**src/rtl/fetch_align_queue.sv**
```systemverilog
// Halfword prefetch queue: fetches aligned 32-bit words from the I-cache and hands
// out whole 16/32-bit instructions with their PC, re-aligning straddling 32-bit ones.
module fetch_align_queue #(
    parameter int unsigned DEPTH_HW = 8,
    parameter logic [31:0] RESET_PC = 32'h0000_0000
) (
    input  logic        clk,
    input  logic        reset,
    input  logic        flush_i,
    input  logic [31:0] redirect_pc_i,
    output logic        fetch_req_o,
    output logic [31:0] fetch_addr_o,
    output logic        fetch_kill_o,
    input  logic        fetch_valid_i,
    input  logic [31:0] fetch_data_i,
    output logic        instr_valid_o,
    input  logic        instr_ready_i,
    output logic [31:0] instr_o,
    output logic [31:0] pc_o,
    output logic        is_comp_o
);
    localparam int unsigned PW = $clog2(DEPTH_HW);
    localparam logic [PW:0] DEPTH_CNT = (PW+1)'(DEPTH_HW);
    localparam logic [PW:0] CNT_ONE   = (PW+1)'(1);
    localparam logic [PW:0] CNT_TWO   = (PW+1)'(2);

    logic [15:0]   mem [DEPTH_HW];
    logic [PW-1:0] head_q, tail_q;
    logic [PW-1:0] head_nx1, tail_nx1;
    logic [PW:0]   count_q;
    logic [31:0]   fetch_pc_q, pc_q;
    logic          drop_first_q, outstanding_q, drop_resp_q;

    logic [15:0]   h0, h1;
    logic          h0_comp;
    logic          resp_fire, push_fire, pop_fire;
    logic [1:0]    push_n, pop_n;
    logic [PW:0]   free_cnt;

    assign head_nx1 = head_q + PW'(1);
    assign tail_nx1 = tail_q + PW'(1);
    assign h0       = mem[head_q];
    assign h1       = mem[head_nx1];
    assign h0_comp  = (h0[1:0] != 2'b11);
    assign free_cnt = DEPTH_CNT - count_q;

    // Instruction handshake: a transfer happens on instr_valid_o && instr_ready_i;
    // instr_o/pc_o/is_comp_o stay stable while valid is held without ready, and
    // valid never depends on ready. Fetch requests need no ready: accepted when raised.
    always_comb begin
        fetch_req_o   = 1'b0;
        fetch_kill_o  = 1'b0;
        instr_valid_o = 1'b0;
        instr_o       = 32'h0;
        is_comp_o     = 1'b0;
        resp_fire     = fetch_valid_i && outstanding_q;
        push_fire     = resp_fire && !drop_resp_q && !flush_i;
        push_n        = 2'd0;
        pop_n         = 2'd0;

        // Gated by reset so that every control output reads 0 while reset is held.
        fetch_req_o  = reset && !outstanding_q && !flush_i && (free_cnt >= CNT_TWO);
        fetch_kill_o = flush_i && outstanding_q && !fetch_valid_i;

        instr_valid_o = h0_comp ? (count_q >= CNT_ONE) : (count_q >= CNT_TWO);
        if (instr_valid_o) begin
            instr_o   = h0_comp ? {16'h0, h0} : {h1, h0};
            is_comp_o = h0_comp;
        end
        pop_fire = instr_valid_o && instr_ready_i && !flush_i;

        if (push_fire) push_n = drop_first_q ? 2'd1 : 2'd2;
        if (pop_fire)  pop_n  = h0_comp ? 2'd1 : 2'd2;
    end

    assign fetch_addr_o = fetch_pc_q;
    assign pc_o         = pc_q;

    // Parcel storage carries no reset; occupancy alone decides what is valid.
    always_ff @(posedge clk) begin
        if (push_fire) begin
            if (drop_first_q) begin
                mem[tail_q] <= fetch_data_i[31:16];
            end else begin
                mem[tail_q]   <= fetch_data_i[15:0];
                mem[tail_nx1] <= fetch_data_i[31:16];
            end
        end
    end

    always_ff @(posedge clk or negedge reset) begin
        if (!reset) begin
            head_q        <= '0;
            tail_q        <= '0;
            count_q       <= '0;
            fetch_pc_q    <= {RESET_PC[31:2], 2'b00};
            pc_q          <= RESET_PC;
            drop_first_q  <= RESET_PC[1];
            outstanding_q <= 1'b0;
            drop_resp_q   <= 1'b0;
        end else if (flush_i) begin
            head_q       <= '0;
            tail_q       <= '0;
            count_q      <= '0;
            pc_q         <= {redirect_pc_i[31:1], 1'b0};
            fetch_pc_q   <= {redirect_pc_i[31:2], 2'b00};
            drop_first_q <= redirect_pc_i[1];
            // A response landing now is the one being cancelled; otherwise wait for it.
            if (outstanding_q) begin
                outstanding_q <= !fetch_valid_i;
                drop_resp_q   <= !fetch_valid_i;
            end
        end else begin
            head_q  <= head_q + PW'(pop_n);
            tail_q  <= tail_q + PW'(push_n);
            count_q <= count_q + (PW+1)'(push_n) - (PW+1)'(pop_n);
            if (pop_fire) pc_q <= pc_q + (h0_comp ? 32'd2 : 32'd4);
            if (resp_fire) begin
                outstanding_q <= 1'b0;
                if (drop_resp_q) begin
                    drop_resp_q <= 1'b0;
                end else begin
                    fetch_pc_q   <= fetch_pc_q + 32'd4;
                    drop_first_q <= 1'b0;
                end
            end else if (fetch_req_o) begin
                outstanding_q <= 1'b1;
            end
        end
    end

endmodule
```
**config.mk**
```make
export PLATFORM = sky130hd
export DESIGN_NAME = fetch_align_queue
export DESIGN_NICKNAME = d
export VERILOG_FILES = /design/src/rtl/fetch_align_queue.sv
export SDC_FILE = /design/constraint.sdc
export NUM_CORES = 1
export LEC_CHECK = 0
export BUFFER_PORTS_ARGS = -buffer_cell sky130_fd_sc_hd__buf_2
export CAP_MARGIN = 10
export CORE_AREA = 4 4 172 174
export CTS_CLUSTER_DIAMETER = 40
export CTS_CLUSTER_SIZE = 8
export DETAILED_ROUTE_END_ITERATION = 8
export DIE_AREA = 0 0 176 178
export HOLD_SLACK_MARGIN = 0.05
export PLACE_DENSITY = 0.74
export SKIP_CTS_REPAIR_TIMING = 1
export SYNTH_ARGS = -nofsm -noshare
export SYNTH_HDL_FRONTEND = slang
export SYNTH_SLANG_ARGS = --single-unit
export TNS_END_PERCENT = 1
```
**constraint.sdc**
```tcl
create_clock -name clk -period 4.11 [get_ports clk]
set_input_delay 0.2055 -clock clk [delete_from_list [all_inputs] [get_ports clk]]
set_output_delay 0.2055 -clock clk [all_outputs]
set_load 0.01 [all_outputs]
```
==> metrics.yaml <==
cts_buffers: 35
post_synth_fa_ha_maj_area_fraction_pct: 2.623
period_needed_ns: 3.802
placement_stage_worst_setup_slack_ns: 0.2559
gr-usage-all-layers_pct: 22.44
die_area_um2: 31330
largest_family_of_logic_cells_by_synthesized_area: "multiplexers"
num-nets-final: 1432
ios: 169
first_pass_iters: 5
utilization_pct: 53.95
leakage_nw: 5.780
fp.dieW_um: 176
endpoint_kind_of_the_worst_setup_timing_path: "register"
overall_via_count_from_detail_route: 10320
crit_arrival_ns: 4.18
avgViaCountPerCell: 5.959
postSynth.asyncResetShare_pct: 36.63
yosys.area_share.simple_pct: 14.02
synth.area.top_cells: "edfxtp_1 31%, dfrtp_1 15%, mux4_2 12%"
timing.critical_path.fanout_max: 10
route.detailed.drc: 0
dp_cells: 1654
synth_cell_type_count: 64
wirelength_um: 36180
fillers: 2418
worst_clock_skew_ns: 0.02765
critical_path.reg2reg.startpoint: "head_q[0]"
num_rows: 61
gr-total-overflow: 0
synth_area_leader_cell: "edfxtp_1"
timing.setup.tns_ns: 0
drv.max_cap_violation_count: 0
grt_antenna_before_repair: 3
final_critical_path_setup_slack_ns: 0.3085
outcome: "finished with violations"
layout-drive-gt1-share_pct: 25.18
criticalPathCategory: "register to register"
core_region_area_um2: 27780
timing.final.max_slew_violations: 0
netlist_top_cells_count: "147 x nor2_1, 132 x a21oi_1, 128 x edfxtp_1, 89 x nand2_1, 74 x dfrtp_1"
critPathLaunch: "head_q[0]"
cts_tree: "built"
final_cells: 1732
top_family_by_delay_on_critical_path: "multiplexers"
grt_first_pass_wirelength_um: 55780
share_of_the_synthesized_area_in_compound_gates_ao_oa_aoi_oai_pct: 11.81
final_setup_violations: 0
synth.yosys.seq_area_share_pct: 45.92
grt_start_max_net_pins: 75
slowest_stage: "mux4_2"
post_drt_wl_per_cell_um: 20.89
start_util_pct: 44.65
powerDensity_nw_per_um2: 473.2
buffers_added_on_ports: 164
clock_slew_seen_by_the_registers_of_the_worst_setup_and_hold_paths_ns: 0.05
worstPathBufferInverterCount: 0
synth_to_layout_area_growth_pct: 20.84
synth_flop_cell: "edfxtp_1"
timing.critical_path.cells: "mux4_2, mux2i_4, nor2_1, ha_1, a21o_1, and4_1, nand4_1, a211oi_1, mux2_2"
post_synth_instance_area_um2: 12400
synth_largest_type_area_fraction_pct: 30.99
synthXorXnorAreaFrac_pct: 2.613
ant_nets: 0
violated_checks: "negative hold slack"
gp_routability_congestion: 0.8541
antenna_cells_inserted: 0
max_slew_margin_pct: 19.52
hold_viol_final: 34
netlist_instances: 1163
synth_mux_area_share_pct: 18.16
place.detailed.hpwl_um: 23910
yosys_register_bits: 202
ir_drop_worst_case_vdd_mv: 0.2950
die-height_um: 178
clock_tree.htree_level_count: 2
synth_enable_flop_cells: 128
cts-root-to-sink-buffers: 3
max_freq_ghz: 0.2631
synth_area_per_cell_um2: 10.66
start_kind: "register"
place_area_um2: 13620
grt_pass1_vias: 10050
worst_hold_path_type: "input pin to async pin"
p_total_mw: 7.093
clkLatencyLatePin_ns: 0.52
slowest_delay_ns: 0.58
synth.most_common_cell: "nor2_1"
rsz0062_at_grt: "false"
final_standard_cell_area_without_fillers_um2: 14990
worst_pin_slew_ns: 1.205
ys_warn_count: 0
post-route-period-util_pct: 92.49
numClockSinks: 202
worst_ep_required_time_ns: 4.48
first_iter_violations: 1023
whs_ns: -0.02422
clk_root_buffer_cell: "clkbuf_16"
## cell usage in the layout (no fill, tap or decap), types with 28 or more instances in the layout
master and count:
nor2_1 147, mux4_2 64, mux2i_1 66, edfxtp_1 128, a21oi_1 132, o21ai_0 28
nand2_1 89, buf_4 42, buf_2 163, inv_1 52, dfrtp_1 72, xnor2_1 28
clkbuf_16 35
## routing by layer
layer	up-vias	global-route usage, %	routed length, µm
li1	4652	-	-
met2	586	37.62	17640
met5	-	0	40
met4	6	7.083	1031
met1	4983	29.62	13550
met3	94	4.493	3912
## where the power goes
group	leakage [nW]	internal, mW	switching, mW	total [mW]
registers	2.05	2.31	0.161	2.47
logic	3.19	0.794	1.07	1.86
clock network	0.540	1.78	0.972	2.76
total	5.78	4.89	2.20	7.09
## worst reg2reg max path, stage by stage, from the launching register on
cell,delay (ns)
dfrtp_4,0.50
mux4_2,0.58
mux2i_4,0.35
nor2_1,0.24
ha_1,0.33
a21o_1,0.17
and4_1,0.26
nand4_1,0.42
a211oi_1,0.45
mux2_2,0.38
## flip-flops by register name, summed over array words and instances, names as in the netlist, 3 cells and up
signal and cells:
tail_q 3, fetch_addr_o 30, pc_o 31, mem 128, count_q 4, head_q 3
## layout make-up
cell class	count	area, µm²	area share [%]
multi-input combinational	819	6140	40.96
sequential	202	5700	38.03
timing repair buffer	230	1381	9.216
clock buffer	40	924.6	6.169
tap	378	473.0	3.156
inverter	52	195.2	1.302
clock inverter	11	173.9	1.160
## logic make-up after synthesis
logic type                 count (synthesis)
DFF                                      202
AOI/OAI and AO/OA                        239
and+or+nand+nor                          376
xor gates and xnor gates                  37
other                                      1
adders and majority gates                 23
buffers and inverters                    144
muxes                                    141
## worst paths after layout
kind / end / slack [ns] / cells past startpoint
worst max register to register: pc_o[30] / 0.31 / 9
min in group clk: fetch_addr_o[9] / 0.05 / 3
worst min-delay path: fetch_addr_o[10] / -0.02 / 2
max in group asynchronous: head_q[0] / 3.42 / 2
worst max-delay path: pc_o[30] / 0.31 / 9
worst min register to register: drop_resp_q / 0.57 / 2
Power figures use the tool's default switching activity.
